<file path="config.mk">
export PLATFORM = sky130hd
export DESIGN_NAME = ripple_count_capture
export DESIGN_NICKNAME = d
export VERILOG_FILES = /design/src/rtl/ripple_count_capture_pkg.sv /design/src/rtl/ripple_count_capture_async_bus_filter.sv /design/src/rtl/ripple_count_capture.sv
export SDC_FILE = /design/constraint.sdc
export NUM_CORES = 1
export LEC_CHECK = 0
export ABC_AREA = 1
export BUFFER_PORTS_ARGS = -buffer_cell sky130_fd_sc_hd__clkbuf_2
export CORE_ASPECT_RATIO = 1.75
export CORE_UTILIZATION = 53
export DETAILED_ROUTE_END_ITERATION = 16
export PLACE_DENSITY = 0.76
export SLEW_MARGIN = 15
export SYNTH_ARGS = -nofsm -noshare
export SYNTH_HDL_FRONTEND = slang
export SYNTH_SLANG_ARGS = --single-unit
export TNS_END_PERCENT = 5
</file>
<file path="constraint.sdc">
create_clock -name clk -period 2.2 [get_ports clk]
set_input_delay 0.22 -clock clk [delete_from_list [all_inputs] [get_ports clk]]
set_output_delay 0.22 -clock clk [all_outputs]
set_load 0.01 [all_outputs]
</file>
<file path="src/rtl/ripple_count_capture_pkg.sv">
// Shared FSM state encoding and default widths for the ripple counter capture block.
// No logic; no latency; no backpressure.
package ripple_count_capture_pkg;

  localparam int CNT_W_DEF      = 4;
  localparam int ACC_W_DEF      = 16;
  localparam int WIN_W_DEF      = 16;
  localparam int STABLE_CYC_DEF = 2;
  localparam bit DOWN_DEF       = 1'b1;

  typedef enum logic [1:0] {
    IDLE    = 2'd0,
    ARM     = 2'd1,
    MEASURE = 2'd2,
    REPORT  = 2'd3
  } state_t;

endpackage

</file>
<file path="src/rtl/ripple_count_capture_async_bus_filter.sv">
// 2-flop synchroniser plus hold-off filter for a skewed asynchronous bus; accepts a value
// 2 + STABLE_CYC cycles after it settles. Free-running, no backpressure.
module async_bus_filter #(
  parameter int W          = 4,
  parameter int STABLE_CYC = 2
) (
  input  logic         clk,
  input  logic         reset,
  input  logic [W-1:0] din,
  output logic [W-1:0] stable_val,
  output logic         stable_ok
);

  localparam int CW = (STABLE_CYC < 2) ? 1 : $clog2(STABLE_CYC + 1);

  logic [W-1:0]  sync1;
  logic [W-1:0]  sync_val;
  logic [W-1:0]  prev;
  logic [CW-1:0] run_cnt;
  logic [CW-1:0] run_cnt_nxt;

  // Run length saturates at STABLE_CYC so an accepted value keeps being re-confirmed.
  always_comb begin
    run_cnt_nxt = run_cnt;
    if (sync_val == prev) begin
      if (run_cnt < CW'(STABLE_CYC))
        run_cnt_nxt = run_cnt + 1'b1;
    end else begin
      run_cnt_nxt = CW'(1);
    end
  end

  always_ff @(posedge clk or negedge reset) begin
    if (!reset) begin
      sync1      <= '0;
      sync_val   <= '0;
      prev       <= '0;
      run_cnt    <= '0;
      stable_val <= '0;
      stable_ok  <= 1'b0;
    end else begin
      sync1    <= din;
      sync_val <= sync1;
      prev     <= sync_val;
      run_cnt  <= run_cnt_nxt;
      if (run_cnt_nxt == CW'(STABLE_CYC)) begin
        stable_val <= sync_val;
        stable_ok  <= 1'b1;
      end
    end
  end

endmodule

</file>
<file path="src/rtl/ripple_count_capture.sv">
// Counts ripple-counter edges over a window of win_len cycles after arming; result appears
// win_len+1 cycles after start once the input is stable, held until res_ready.
module ripple_count_capture
  import ripple_count_capture_pkg::*;
#(
  parameter int CNT_W      = CNT_W_DEF,
  parameter int ACC_W      = ACC_W_DEF,
  parameter int WIN_W      = WIN_W_DEF,
  parameter int STABLE_CYC = STABLE_CYC_DEF,
  parameter bit DOWN       = DOWN_DEF
) (
  input  logic             clk,
  input  logic             reset,
  input  logic [CNT_W-1:0] cnt_in,
  input  logic             start,
  input  logic [WIN_W-1:0] win_len,
  output logic             busy,
  output logic             res_valid,
  input  logic             res_ready,
  output logic [ACC_W-1:0] res_count,
  output logic             res_ovf
);

  localparam int SUM_W = ((ACC_W > CNT_W) ? ACC_W : CNT_W) + 1;
  localparam logic [ACC_W-1:0] ACC_MAX = '1;

  state_t           state;
  logic [CNT_W-1:0] stable_val;
  logic             stable_ok;
  logic [CNT_W-1:0] base;
  logic [CNT_W-1:0] delta;
  logic [WIN_W-1:0] wcnt;
  logic [ACC_W-1:0] acc;
  logic [ACC_W-1:0] acc_nxt;
  logic [SUM_W-1:0] sum;
  logic             sat;
  logic             ovf;

  async_bus_filter #(
    .W          (CNT_W),
    .STABLE_CYC (STABLE_CYC)
  ) u_filter (
    .clk        (clk),
    .reset      (reset),
    .din        (cnt_in),
    .stable_val (stable_val),
    .stable_ok  (stable_ok)
  );

  // Delta is zero whenever stable_val has not moved since the last cycle, so it is
  // simply folded into the accumulator every MEASURE cycle.
  always_comb begin
    delta   = DOWN ? (base - stable_val) : (stable_val - base);
    sum     = SUM_W'(acc) + SUM_W'(delta);
    sat     = (sum > SUM_W'(ACC_MAX));
    acc_nxt = sat ? ACC_MAX : sum[ACC_W-1:0];
  end

  always_ff @(posedge clk or negedge reset) begin
    if (!reset) begin
      state     <= IDLE;
      busy      <= 1'b0;
      res_valid <= 1'b0;
      res_count <= '0;
      res_ovf   <= 1'b0;
      base      <= '0;
      wcnt      <= '0;
      acc       <= '0;
      ovf       <= 1'b0;
    end else begin
      case (state)
        IDLE: begin
          if (start) begin
            wcnt  <= (win_len == '0) ? WIN_W'(1) : win_len;
            acc   <= '0;
            ovf   <= 1'b0;
            busy  <= 1'b1;
            state <= ARM;
          end
        end
        ARM: begin
          if (stable_ok) begin
            base  <= stable_val;
            state <= MEASURE;
          end
        end
        MEASURE: begin
          acc  <= acc_nxt;
          ovf  <= ovf | sat;
          base <= stable_val;
          wcnt <= wcnt - 1'b1;
          if (wcnt == WIN_W'(1)) begin
            res_valid <= 1'b1;
            res_count <= acc_nxt;
            res_ovf   <= ovf | sat;
            state     <= REPORT;
          end
        end
        REPORT: begin
          if (res_ready) begin
            res_valid <= 1'b0;
            busy      <= 1'b0;
            state     <= IDLE;
          end
        end
        default: begin
          busy  <= 1'b0;
          state <= IDLE;
        end
      endcase
    end
  end

endmodule
</file>
; ---- After elaboration in Yosys (flattened, before gate mapping)
; Index checks and enable logic that the tools add are counted.
[totals]
reg_bits = 77
output_inout_bits = 19
wordCells = 66
[classes]
add_sub_neg = 4
n_lt_le_gt_ge = 2
eq_ne = 10
mux = 22
bitwise = 1
n_reduce_logical = 12
[ops]
columns = op, count
row1 = 16-bit two-way mux, 4
row2 = 16-bit case mux with 2 select lines, 2
row3 = 16-bit by 4-bit adder with 17-bit output, 1
row4 = 17-bit by 16-bit greater-than comparator with 1-bit output (second input constant), 1
row5 = 16-bit by 1-bit == test with 1-bit output (second input constant), 1
row6 = 16-bit logical NOT, 1
row7 = 16-bit by 1-bit subtractor with 16-bit output (second input constant), 1
row8 = 2-bit two-way mux, 6
row9 = 2-bit case mux with 4 select lines, 1
row10 = 4-bit case mux with 2 select lines, 1
row11 = 2-bit nonzero test, 4
row12 = 2-bit == test (second input constant), 3
row13 = 2-bit != test (second input constant), 3
row14 = 1-bit case mux with 2 select lines, 3
row15 = 2-bit AND reduction, 3
row16 = 3-bit AND reduction, 2
row17 = 4-bit == test, 1
row18 = 1-bit two-way mux, 4
row19 = 4-bit two-way mux, 1
row20 = 4-bit AND reduction, 1
row21 = 4-bit subtractor, 1
row22 = 2-bit by 1-bit adder with 2-bit output (second input constant), 1
row23 = 2-bit by 1-bit == test with 1-bit output (second input constant), 1
row24 = 2-bit logical NOT, 1
row25 = 3 further kinds, 3

; ---- Logic depth before layout (Yosys ltp)
[logic_depth]
depth_word = 5
depth_mapped = 17
ltp_nobuf = 17

; ---- Cells and area by module
; Synthesis repeated with hierarchy kept, for this count alone.
[hier_totals]
cells_unflattened = 590
area_unflattened_um2 = 4355.4
[by_module_without_submodules]
columns = module, instances, cells_per_inst, area_each_um2, seq_area_each_um2
row1 = ripple_count_capture, 1, 519, 3641.0, 1451.4
row2 = async_bus_filter, 1, 71, 714.4, 475.5

; ---- Worst setup path after synthesis
; OpenSTA, ideal clock, no wires.
[synth_timing]
path_type = flip-flop to flip-flop
from = register base[0]
to = register acc[8]
setup_time_ns = 0.116
t_arrival_ns = 2.227
setup_slack_ns = -0.143
path_stages_with_launch = 13
n_path_buf = 0
synth_period_minus_slack_ns = 2.343
cell_sequence = dfrtp_1 -> inv_1 -> ha_1 -> inv_1 -> fa_1 -> inv_1 -> fa_1 -> o21ai_0 -> nand2_1 -> xor2_1 -> nand2_1 -> nand2_1 -> nand2_1
[synth_between]
elab_chain_cells = 5
[synth_lines]
columns = item, line
row1 = start: declaration, ripple_count_capture.sv:30  ; logic [CNT_W-1:0] base;
row2 = start signal: assignment, ripple_count_capture.sv:83  ; base <= stable_val;
row3 = start signal: assignment, ripple_count_capture.sv:90  ; base <= stable_val;
row4 = 4-bit subtractor (*), ripple_count_capture.sv:53  ; delta = DOWN ? (base - stable_val) : (stable_val - base);
row5 = 16-bit by 4-bit adder with 17-bit output (*), ripple_count_capture.sv:54  ; sum = SUM_W'(acc) + SUM_W'(delta);
row6 = 17-bit by 16-bit greater-than comparator with 1-bit output, ripple_count_capture.sv:55  ; sat = (sum > SUM_W'(ACC_MAX));
row7 = 16-bit two-way mux (*), ripple_count_capture.sv:56  ; acc_nxt = sat ? ACC_MAX : sum[ACC_W-1:0];
row8 = 16-bit case mux with 2 select lines (*), ripple_count_capture.sv:71  ; case (state)
row9 = end signal: assignment, ripple_count_capture.sv:88  ; acc <= acc_nxt;
row10 = end: declaration, ripple_count_capture.sv:33  ; logic [ACC_W-1:0] acc;
; Mark *: on every way between the ends. The rest lies on a longest branch, timed or not.
; A chain may end at the register's enable or synchronous reset.

; ---- Final worst setup path
[layout_timing]
from = register u_filter.stable_val[2]
to = register ovf
[layout_between]
elab_chain_cells = 5
[layout_lines]
columns = item, line
row1 = start: declaration, ripple_count_capture_async_bus_filter.sv:10  ; output logic [W-1:0] stable_val,
row2 = start signal: assignment, ripple_count_capture_async_bus_filter.sv:47  ; stable_val <= sync_val;
row3 = 4-bit subtractor, ripple_count_capture.sv:53
row4 = 16-bit by 4-bit adder with 17-bit output, ripple_count_capture.sv:54
row5 = 17-bit by 16-bit greater-than comparator with 1-bit output, ripple_count_capture.sv:55
row6 = 1-bit OR, ripple_count_capture.sv:89  ; ovf <= ovf | sat;
row7 = 1-bit case mux with 2 select lines, ripple_count_capture.sv:71
row8 = end signal: assignment, ripple_count_capture.sv:89
row9 = end: declaration, ripple_count_capture.sv:37  ; logic ovf;
; Every way passes these cells.

==> results_dict.tcl <==
set metrics [dict create \
    p_per_area_nw_per_um2 1190 \
    min_from "win_len[2]" \
    ys_seq_elements 77 \
    synth_cell_types 37 \
    finalSetupTns_ns -6.68 \
    clock.fmax_ghz 0.409 \
    antenna_found_initial 0 \
    clockBufferDepth 2 \
    maxSlewHeadroom_pct 62.4 \
    io_pins 43 \
    min_period_ns 2.44 \
    grt_overflow 0 \
    ys_seq_area_share_pct 45.1 \
    cts_sinks 77 \
    placementRows 43 \
    grt_max_degree 78 \
    core_um2 7860 \
    synth.area.top_cells "dfrtp_1 45%, nand2_1 18%, inv_1 5.4%" \
    final.setup_skew_ns 0.00902 \
    hpwl_um 6910 \
    drv_cap 0 \
    syn_inst 564 \
    layout_setup_ws_ns -0.243 \
    postRouteAntennaNets 0 \
    drive_above_1_share_pct 21.0 \
    cp-end-kind "flop" \
    fp.dieH_um 121 \
    rsz0062_at_grt "yes" \
    clock-root-buffer "clkbuf_16" \
    routedWlPerCell_um 13.8 \
    grt_pass1_vias 3844 \
    cts-htree-levels 3 \
    syn-num-nets 604 \
    drtIter0Drc 264 \
    die-area_um2 8430 \
    fillers 651 \
    routed_wl_um 10100 \
    cts_tree "done" \
    io_buffer_count 42 \
    cp.arrival_ns 2.71 \
    status "finished, violations left" \
    power.total_mw 6.19 \
    yosysTopAreaCell "dfrtp_1" \
    antenna_cells 0 \
    synth_top_area_share_pct 45.1 \
    syn_area_per_cell_um2 7.57 \
    viasPerCell 5.30 \
    finalCritPeriodShare_pct 111 \
    dieWidth_um 69.9 \
    yosys_warnings 0 \
    seqCellArea_um2 1930 \
    drc 2 \
    setup-violations-final 34 \
    cts.clk_slew.worst_paths_ns 0.07 \
    slew_violations 0 \
    area_growth_syn_to_layout_pct 22.3 \
    leakagePower_nw 2.75 \
    violations "design-rule violations, negative setup slack" \
    cp-start-kind "flop" \
    critPathMaxFanout 5 \
    grt_pass1_wl_um 16700 \
    reg2reg_from "u_filter.stable_val[2]" \
    final-hold-violation-count 0 \
    fin_nets 672 \
    worst_pin_slew_ns 0.564 \
    gp_congestion 0.935 \
    initial_utilization_pct 54.4 \
    critical_path_class "flop to flop" \
    ir_worst_vdd_mv 0.731 \
    multiInputGateArea_um2 2150 \
    vias 3851 \
    cts_buffers 9 \
    drt_pass1_iterations 10 \
    clk_latency_ns 0.34 \
    synth_area_um2 4270 \
    hp-class "input port to flop" \
    worstPathRequired_ns 2.47 \
    grt_usage_pct 25.2 \
    crit_start "u_filter.stable_val[2]" \
]
==> synthesized netlist by cell type, drive strengths merged <==
cell type    n
nand2      216
dfrtp       77
inv         64
nor2        61
o21ai       34
nand3       27
a21oi       21
ha          14
nand4        9
buf          7
xor2         7
clkbuf       5
nand3b       4
xnor2        4
o22ai        3
a22oi        2
fa           2
a31oi        1
mux2         1
mux2i        1
nor3         1
o211ai       1
o21bai       1
or2          1
==> layer usage <==
metal	up-vias	part of all wire (%)	track usage, %
met5	-	0	0
met4	0	3.5	14.4
met3	34	3.3	4.42
met2	106	55	46.9
met1	1809	38	25.9
li1	1902	-	-
==> critical path: stages (launching register included) <==
cell and delay [ns]:
dfrtp_1 0.39, inv_2 0.08, ha_4 0.21, a21oi_2 0.13, nand2_1 0.09, xor2_1 0.15
ha_1 0.37, nand2_2 0.11, nor2_4 0.13, nand2_4 0.06, nand2_4 0.09, buf_6 0.11
nand3_1 0.11, nor2_1 0.17, nor2_1 0.06, a21oi_1 0.11
==> report_power, final <==
group | switching, mW | internal, mW | leakage [nW] | total [mW]
Sequential | 0.182 | 1.61 | 0.943 | 1.79
Combinational | 1.59 | 1.25 | 1.65 | 2.84
Clock | 0.647 | 0.911 | 0.155 | 1.56
==> cells in the final DEF, fill, tap and decap left out, types with 7 or more instances in the layout <==
master | Yosys | final
a21oi_1 | 21 | 20
buf_4 | 2 | 18
clkbuf_16 | 0 | 10
clkbuf_2 | 0 | 41
dfrtp_1 | 77 | 77
ha_1 | 14 | 12
inv_1 | 61 | 54
inv_2 | 2 | 9
nand2_1 | 203 | 194
nand2_2 | 12 | 17
nand3_1 | 26 | 24
nand4_1 | 8 | 8
nor2_1 | 53 | 52
nor2_2 | 7 | 7
o21ai_0 | 30 | 25
o21ai_1 | 3 | 7
xor2_1 | 7 | 7
==> what timing repair did <==
action,4_1_cts,5_1_grt
endpoints found under the setup margin,34,35
hold endpoints to repair,81,0
gates cloned,1,0
pin swaps,8,14
hold buffers,5,0
setup buffers,2,1
gates resized for setup,21,16
==> flip-flops by register name, summed over array words and instances, names as in the netlist <==
register and count:
acc 16, base 4, busy 1, ovf 1, res_count 16, res_ovf 1, res_valid 1, state 2
u_filter.prev 4, u_filter.run_cnt 2, u_filter.stable_ok 1, u_filter.stable_val 4, u_filter.sync1 4, u_filter.sync_val 4, wcnt 16
==> worst paths after layout <==
| check | cells after the start | to | slack, ns |
|---|---|---|---|
| worst max-delay path | 15 | ovf | -0.24 |
| worst min-delay path | 3 | wcnt[2] | 0.15 |
| worst max register to register | 15 | ovf | -0.24 |
| worst min register to register | 0 | u_filter.sync_val[2] | 0.35 |
| max in group asynchronous | 3 | acc[10] | 1.42 |
| min in group asynchronous | 3 | res_count[4] | 0.44 |
==> area by class of cell <==
| cell class | instances | area share [%] |
|---|---|---|
| clock buffer | 9 | 4.31 |
| tap | 90 | 2.16 |
| clock inverter | 7 | 1.68 |
| timing repair buffer | 69 | 9.15 |
| inverter | 64 | 4.65 |
| multi-input combinational | 411 | 41.2 |
| sequential | 77 | 36.9 |
==> cells by family after synthesis <==
kind of cell | after synthesis | share of synthesized area (%)
buffers and inverters | 76 | 7.32
adder cells (fa/ha/maj) | 16 | 5.04
AO/OA/AOI/OAI | 63 | 7.82
flip-flops | 77 | 45.1
multiplexers | 2 | 0.498
AND/OR/NAND/NOR | 319 | 31.9
XOR/XNOR | 11 | 2.26
==> metrics by stage <==
| step | cells | area [µm²] | setup slack [ns] | util, % | hold WS (ns) |
|---|---|---|---|---|---|
| final | 727 | 5220 | -0.243 | 66.5 | 0.146 |
| after global routing | 727 | 5220 | -0.380 | 66.5 | 0.152 |
| after CTS | 726 | 5160 | -0.246 | 65.7 | 0.143 |
| after detailed placement | 702 | 4690 | -0.268 | 59.7 | 0.276 |
| after global placement | 702 | 4690 | -0.185 | 59.7 | 0.272 |
| after floorplan | 564 | 4280 | -0.0240 | - | -0.0756 |
(Power assumes the default switching activity.)
